==> src/rtl/interval_sched.sv <==
// -----------------------------------------------------------------------------
// interval_sched
//   Sequencer and configuration front-end for the FP16 score interval
//   classifier. Holds NUM-1 programmable FP16 boundaries, runs a host-started
//   job of len_i scores through a registered classify stage, streams one-hot
//   interval codes downstream and keeps a per-interval histogram of the job.
//
// Ports
//   clk_i, rst_ni            clock (rising edge), async active-low reset
//   cfg_we_i/addr_i/data_i   boundary write port, honoured only when idle
//   start_i, len_i           job start pulse and job length
//   busy_o, done_o           job in progress / one-cycle end-of-job pulse
//   s_valid_i/s_ready_o/s_i  score input stream
//   iv_valid_o/iv_ready_i/iv_o  one-hot interval code output stream
//   hist_idx_i, hist_cnt_o   combinational histogram read
// -----------------------------------------------------------------------------
module interval_sched #(
  parameter int WIDTH = 16,
  parameter int NUM   = 8,
  parameter int CNT_W = 16,
  parameter int LEN_W = 12
) (
  input  logic                       clk_i,
  input  logic                       rst_ni,
  input  logic                       cfg_we_i,
  input  logic [$clog2(NUM-1)-1:0]   cfg_addr_i,
  input  logic [WIDTH-1:0]           cfg_data_i,
  input  logic                       start_i,
  input  logic [LEN_W-1:0]           len_i,
  output logic                       busy_o,
  output logic                       done_o,
  input  logic                       s_valid_i,
  output logic                       s_ready_o,
  input  logic [WIDTH-1:0]           s_i,
  output logic                       iv_valid_o,
  input  logic                       iv_ready_i,
  output logic [NUM-1:0]             iv_o,
  input  logic [$clog2(NUM)-1:0]     hist_idx_i,
  output logic [CNT_W-1:0]           hist_cnt_o
);

  localparam int IW = $clog2(NUM);
  localparam logic [WIDTH-1:0] SIGN = {1'b1, {(WIDTH-1){1'b0}}};

  typedef enum logic [1:0] {ST_IDLE, ST_RUN, ST_DRAIN} state_e;

  state_e             state_q, state_d;
  logic [LEN_W-1:0]   rem_q, rem_d;
  logic               done_q, done_d;
  logic               iv_valid_q, iv_valid_d;
  logic [NUM-1:0]     iv_q, iv_d;
  logic [WIDTH-1:0]   bnd_q [NUM-1];
  logic [CNT_W-1:0]   hist_q [NUM];

  logic               accept;
  logic               clr_hist;
  logic               cfg_wr;
  logic [IW-1:0]      k_cnt;
  logic [NUM-1:0]     code;
  logic [WIDTH-1:0]   s_key;

  // Maps an FP16 pattern to an unsigned key whose integer order matches the
  // numeric order. -0 is folded onto +0 first so both land in the same bucket.
  function automatic logic [WIDTH-1:0] key_f(input logic [WIDTH-1:0] x);
    logic [WIDTH-1:0] n;
    n = (x == SIGN) ? '0 : x;
    return n[WIDTH-1] ? ~n : (n | SIGN);
  endfunction

  // Count of boundaries at or below the score; stays one-hot even when the
  // boundaries are not programmed in ascending order.
  always_comb begin
    s_key = key_f(s_i);
    k_cnt = '0;
    for (int j = 0; j < NUM - 1; j++) begin
      if (s_key >= key_f(bnd_q[j])) k_cnt = k_cnt + IW'(1);
    end
    code = {{(NUM-1){1'b0}}, 1'b1} << k_cnt;
  end

  // NOTE: every signal driven here gets a default first, so no path leaves it
  // unassigned and no latch is inferred.
  always_comb begin
    state_d   = state_q;
    rem_d     = rem_q;
    done_d    = 1'b0;
    s_ready_o = 1'b0;
    accept    = 1'b0;
    clr_hist  = 1'b0;
    cfg_wr    = 1'b0;
    unique case (state_q)
      ST_IDLE: begin
        cfg_wr = cfg_we_i && (int'(cfg_addr_i) < NUM - 1);
        if (start_i) begin
          if (len_i != '0) begin
            state_d  = ST_RUN;
            rem_d    = len_i;
            clr_hist = 1'b1;
          end else begin
            done_d = 1'b1;
          end
        end
      end
      ST_RUN: begin
        s_ready_o = (rem_q != '0) && (!iv_valid_q || iv_ready_i);
        accept    = s_ready_o && s_valid_i;
        if (accept) begin
          rem_d = rem_q - LEN_W'(1);
          if (rem_q == LEN_W'(1)) state_d = ST_DRAIN;
        end
      end
      ST_DRAIN: begin
        // Leave once the last code has gone (or goes this cycle).
        if (!iv_valid_q || iv_ready_i) begin
          state_d = ST_IDLE;
          done_d  = 1'b1;
        end
      end
      default: state_d = ST_IDLE;
    endcase

    // 1-deep output register: a new accept overrides the drain of the old code.
    iv_valid_d = accept ? 1'b1 : (iv_ready_i ? 1'b0 : iv_valid_q);
    iv_d       = accept ? code : iv_q;
  end

  // NOTE: state is updated with non-blocking assignments so every register
  // samples the pre-edge values regardless of statement order.
  // NOTE: the boundary and histogram register files are reset too, since
  // both have architecturally visible reset values (unlike a plain RAM).
  always_ff @(posedge clk_i or negedge rst_ni) begin
    if (!rst_ni) begin
      state_q    <= ST_IDLE;
      rem_q      <= '0;
      done_q     <= 1'b0;
      iv_valid_q <= 1'b0;
      iv_q       <= '0;
      for (int j = 0; j < NUM - 1; j++) bnd_q[j] <= '0;
      for (int i = 0; i < NUM; i++) hist_q[i] <= '0;
    end else begin
      state_q    <= state_d;
      rem_q      <= rem_d;
      done_q     <= done_d;
      iv_valid_q <= iv_valid_d;
      iv_q       <= iv_d;
      if (cfg_wr) bnd_q[cfg_addr_i] <= cfg_data_i;
      if (clr_hist) begin
        for (int i = 0; i < NUM; i++) hist_q[i] <= '0;
      end else if (accept && (hist_q[k_cnt] != '1)) begin
        hist_q[k_cnt] <= hist_q[k_cnt] + CNT_W'(1);
      end
    end
  end

  assign busy_o     = (state_q != ST_IDLE);
  assign done_o     = done_q;
  assign iv_valid_o = iv_valid_q;
  assign iv_o       = iv_q;
  assign hist_cnt_o = hist_q[hist_idx_i];

endmodule

==> config.mk <==
export PLATFORM = sky130hd
export DESIGN_NAME = interval_sched
export DESIGN_NICKNAME = d
export VERILOG_FILES = /design/src/rtl/interval_sched.sv
export SDC_FILE = /design/constraint.sdc
export NUM_CORES = 1
export LEC_CHECK = 0
export ABC_AREA = 0
export CORE_ASPECT_RATIO = 0.75
export CORE_MARGIN = 10
export CORE_UTILIZATION = 50
export DETAILED_ROUTE_END_ITERATION = 10
export PLACE_DENSITY = 0.73
export SYNTH_ARGS = -nofsm -noshare
export SYNTH_HDL_FRONTEND = slang
export SYNTH_SLANG_ARGS = --single-unit
==> constraint.sdc <==
create_clock -name clk_i -period 28 [get_ports clk_i]
set_clock_uncertainty 0.05 [all_clocks]
set_input_delay 4.2 -clock clk_i [delete_from_list [all_inputs] [get_ports clk_i]]
set_output_delay 4.2 -clock clk_i [all_outputs]
set_load 0.05 [all_outputs]
# --- After elaboration in Yosys (flattened, before gate mapping) ---
# Index checks and enable logic that the tools add are counted.
word_totals:
  ff_bits: 264
  latchBits: 0
  ram_bits: 0
  rom_bits: 0
  out_inout_bits: 28
  n_memories: 0
op_classes:
  n_addsub: 8
  mul: 0
  div_mod_pow: 0
  order_cmp: 13
  eq_ne: 17
  shifts: 1
  n_mux: 59
  n_bitwise: 11
  n_reduce_logical: 17
op_table:
  columns: ["op", "count"]
  rows:
  - ["16-bit two-way mux", 22]
  - ["128-bit two-way mux", 2]
  - ["128-bit bitwise mux", 1]
  - ["16-bit == test (second input constant)", 8]
  - ["16-bit NOT", 8]
  - ["112-bit bitwise mux", 1]
  - ["16-bit >= comparator", 7]
  - ["16-bit binary-select mux with 3-bit select", 2]
  - ["16-bit demux with 3-bit select", 2]
  - ["12-bit two-way mux", 3]
  - ["12-bit one-hot mux with 2 select lines", 1]
  - ["12-bit nonzero test", 2]
  - ["3-bit two-way mux", 6]
  - ["16-bit by 1-bit adder with 16-bit output (second input constant)", 1]
  - ["16-bit != test (second input constant)", 1]
  - ["3-bit by 1-bit adder with 3-bit output (second input constant)", 5]
  - ["12-bit by 1-bit == test with 1-bit output (second input constant)", 1]
  - ["4-bit >= comparator (second input constant)", 3]
  - ["1-bit two-way mux", 12]
  - ["3-bit NOT with 4-bit output", 3]
  - ["12-bit by 1-bit subtractor with 12-bit output (second input constant)", 1]
  - ["2-bit two-way mux", 5]
  - ["2-bit != test (second input constant)", 5]
  - ["4-bit by 1-bit < comparator with 1-bit output (second input constant)", 2]
  - ["other kinds (14)", 22]

# --- Logic depth before layout (Yosys ltp) ---
logic_depth:
  word_depth: 26
  mapped_depth: 50
  ltp_nobuf: 44

# --- Worst setup path before layout ---
# OpenSTA, ideal clock, no wires.
synth_path:
  path_type: "input-to-reg"
  start: "in s_i[15]"
  end: "reg hist_q[28] (netlist name)"
  setup_time_ns: 0.080
  arrival_time_ns: 13.996
  t_required_ns: 27.870
  path_slack_ns: 13.874
  cell_stages: 50
  path_cell_list: "clkbuf_1 nor4b_1 and4_1 buf_1 nor2_1 ha_1 a21o_1 a21o_1 a21o_1 a21o_1 a21o_1 a21o_1 a21o_1 a21o_1 a21o_1 a21o_1 a21o_1 a21o_1 (+14 left out) ha_1 nor3b_1 xnor3_1 xor2_1 clkbuf_1 buf_1 nand2_1 a21oi_1 a211o_1 and2_1 clkbuf_1 ha_1 nand4_1 or3_1 buf_6 nand2_8 buf_12 mux2i_1"
synth_between:
  elab_chain_cells: 26
synth_lines:
  columns: ["element", "line_no", "rtl"]
  rows:
  - ["from (decl)", "34", "input logic [WIDTH-1:0] s_i,"]
  - ["16-bit == test", "66", "n = (x == SIGN) ? '0 : x;"]
  - ["16-bit two-way mux *", "66", null]
  - ["16-bit NOT", "67", "return n[WIDTH-1] ? ~n : (n | SIGN);"]
  - ["16-bit two-way mux *", "67", null]
  - ["16-bit >= comparator", "76", "if (s_key >= key_f(bnd_q[j])) k_cnt = k_cnt + IW'(1);"]
  - ["1-bit two-way mux", "76", null]
  - ["1-bit by 1-bit adder with 2-bit output", "76", null]
  - ["3-bit two-way mux", "76", null]
  - ["(+10 left out)", null, null]
  - ["3-bit NOT with 4-bit output (implied by the code) *", "149, 150", null]
  - ["16-bit binary-select mux with 3-bit select (tied with other cells)", "149, 150", null]
  - ["16-bit two-way mux (implied by the code) / 1-bit logical AND (equally long branches)", "149, 150", null]
  - ["16-bit two-way mux (on tied branches)", "149, 150", null]
  - ["16-bit by 1-bit adder with 16-bit output / 16-bit demux with 3-bit select (equally long branches)", "150", "hist_q[k_cnt] <= hist_q[k_cnt] + CNT_W'(1);"]
  - ["128-bit bitwise mux", "150", null]
  - ["128-bit two-way mux", "149", "end else if (accept && (hist_q[k_cnt] != '1)) begin"]
  - ["128-bit two-way mux", "147", "if (clr_hist) begin"]
  - ["to (signal, indexed assignment)", "150", null]
  - ["to (decl)", "53", "logic [CNT_W-1:0] hist_q [NUM];"]
# Mark *: on every way between the ends. The rest lies on a longest branch, timed or not. The select of a mux whose other input is x is not followed.
# A chain may end at the register's enable or synchronous reset.

# --- Worst setup path after layout ---
layout_path:
  start: "in s_i[15]"
  end: "reg hist_q[23] (netlist name)"
# The elaborated chain is that of the path after synthesis.

==> results.cfg <==
[synthesis]
syn_area_per_cell_sq_um = 10.27
synthCells = 1717
synth_seq_cells = 264
synth_most_common_cell = nand2_1
synth_cell_types = 71
synth_ff_type = dfrtp_1
synth_commonest_cells = nand2_1 (290), dfrtp_1 (264), mux2_2 (139), mux2i_1 (129), ha_1 (120)
synth_top_area_share = 0.3748
synthArstFlopShare = 1.000
netlist_top_cells_area = dfrtp_1 (37%), mux2_2 (8.9%), ha_1 (8.5%), mux2i_1 (7.3%), nand2_1 (6.2%)
ys_seq_area_frac = 0.3748
synth_top_area_cell = dfrtp_1
synth-edff-count = 0
syn-cell-area_sq_um = 17630
syn_nets = 1893
synth_warnings = 0

[drt]
wl_met2_um = 21440
postRouteAntennaNets = 0
drtIter0Drc = 1354
drc = 0
top_layer = met4
route.met3.wl_um = 4807
dr_total_vias = 13940
drtPass1Iterations = 5
wl_um = 49740
wl_met1_um = 22040
wl_per_cell_um = 22.20
via_per_inst = 6.222

[run]
drv_cap = 0

[grt]
grt_pass1_wl_um = 79270
grt_pass1_vias = 14220
grt_overflow_total = 0
antenna_found_initial = 1
grt_max_degree = 113
grt_usage = 0.2249

[worst_setup_path]
max_stage_delay_ns = 0.98
crit_path_start_kind = primary input
cp-end-kind = register
required_ns = 28.41
reg2reg_depth = 42
worst-setup-path-type = in -> reg
crit_fanout = 18
cpMostUsedCell = a21o_1
critPathArrivalTime_ns = 16.40
slowest_stage = clkdlybuf4s50_1

[sta]
fmax_mhz = 62.56
hold_violations = 0
worst_slew_pin_slew_ns = 1.193
rsz0062_at_grt = false
fin_crit_ns = 15.98
drv_slew = 0
fin_crit_sh = 0.5709
fin_ws_ns = 12.02
relSlewSlack = 0.2022
setup_viol = 0
fin_tns_setup_ns = 0

[floorplan]
io-pin-count = 84
core_sq_um = 34770
die_h_um = 182.6
start_util = 0.5070
fp-row-count = 59
die_x_um = 236.8
die_area_sq_um = 43240

[clocking]
cts_tree = built
post_cts_buffers = 0
clock_latency_ns = 0.57
cts-resized-gates = 0
cts-root-buf = clkbuf_16
cts_made_buffers = 29
cts_max_level = 1
cts_sinks = 264
postCtsHoldBufs = 0
cts.path.max_buffers = 3
cts.clk_slew.worst_paths_ns = 0.07

[run_status]
status = finished clean

[placed_design]
dp.cells = 2186
hpwl_um = 33430
portBuffers = 83
preCtsSetupSlack_ns = 11.74
place_congestion = 0.8860

[worst_hold_path]
min_path_cells = 1
hp-class = reg -> reg

[cells_and_area]
nNetsFinal = 1936
drive_gt1_frac = 0.1542
final_cell_count_no_fill = 2241
fin_util = 0.5704
area_delta_synth_final_pct = 12.51
-- state kept, by name, summed over array words and instances, names as in the netlist --
register    cells
state_q         2
iv_o            8
rem_q          12
iv_valid_o      1
bnd_q         112
hist_q        128
done_o          1
-- routing by layer --
| layer | vias to the layer above | GRT usage |
|---|---|---|
| met5 | - | 0 |
| met4 | 0 | 0.06611 |
| met3 | 122 | 0.05568 |
| met2 | 617 | 0.3330 |
| met1 | 6924 | 0.3179 |
| li1 | 6280 | - |
-- cell usage in the layout, fill, tap and decap left out, types with 6 or more instances in the layout --
| master | synthesis | layout |
|---|---|---|
| a22oi_1 | 7 | 7 |
| xor2_1 | 108 | 107 |
| bufinv_16 | 0 | 6 |
| buf_4 | 1 | 23 |
| mux4_2 | 32 | 32 |
| and2_1 | 16 | 16 |
| dfrtp_1 | 264 | 264 |
| clkbuf_16 | 0 | 29 |
| nor4b_1 | 8 | 8 |
| nand2_1 | 290 | 290 |
| ha_1 | 120 | 120 |
| mux2i_1 | 129 | 129 |
| a211oi_1 | 9 | 9 |
| o22ai_1 | 21 | 21 |
| o21ai_0 | 53 | 53 |
| a21oi_1 | 88 | 88 |
| a21o_1 | 34 | 34 |
| clkdlybuf4s50_1 | 0 | 80 |
| clkinvlp_4 | 0 | 6 |
| and3_1 | 8 | 8 |
| xnor2_1 | 23 | 22 |
| inv_1 | 18 | 18 |
| nand4_1 | 16 | 16 |
| nor2_1 | 57 | 57 |
| nor4_1 | 39 | 39 |
| nor2b_1 | 6 | 6 |
| nand2b_1 | 13 | 13 |
| o221ai_1 | 6 | 6 |
| or3_1 | 10 | 10 |
| nand3_1 | 13 | 12 |
| mux2_2 | 139 | 139 |
| nor3_1 | 17 | 17 |
-- cell families after synthesis --
kind of cell             Yosys count  synth area share
AO/OA/AOI/OAI                    261           0.09376
flip-flops                       264            0.3748
XOR/XNOR                         134           0.06899
multiplexers                     301            0.2042
buffers and inverters            112           0.03038
AND/OR/NAND/NOR                  525            0.1427
adder cells (fa/ha/maj)          120           0.08517
-- area by class of cell --
type                       instances  area, sq um
sequential                       264         6606
fill                            2907        14940
multi-input combinational       1341        10540
inverter                          18        67.56
tap                              457        571.8
timing repair buffer             106        998.5
clock inverter                    18        266.5
antenna                            1        2.502
clock buffer                      36        782.0
-- worst paths after layout --
kind	from	end	slack, ns
hold reg to reg	iv_o[2]	iv_o[2]	0.44
setup / recovery	s_i[15]	hist_q[23]	12.02
max in group asynchronous	rst_ni	bnd_q[67]	22.65
hold / removal	iv_o[2]	iv_o[2]	0.44
min in group asynchronous	rst_ni	bnd_q[53]	3.66
setup reg to reg	bnd_q[95]	hist_q[23]	15.90
-- critical path, delay by kind of cell --
kind	cells	cell delay, ns
AO/OA/AOI/OAI	19	4.06
adder cells (fa/ha/maj)	6	1.70
buffers and inverters	1	0.98
multiplexers	2	0.53
AND/OR/NAND/NOR	15	4.89
-- metrics by stage --
step | hold WS [ns] | instance area (sq um)
final | 0.4361 | 19830
after global routing | 0.4598 | 19830
after CTS | 0.4426 | 19830
after detailed placement | 0.4187 | 18780
after global placement | 0.4144 | 18780
after floorplan | 0.4209 | 17630
Power is not shown: default switching activity piles up to over one toggle a cycle in this logic, so the estimate is an artifact.
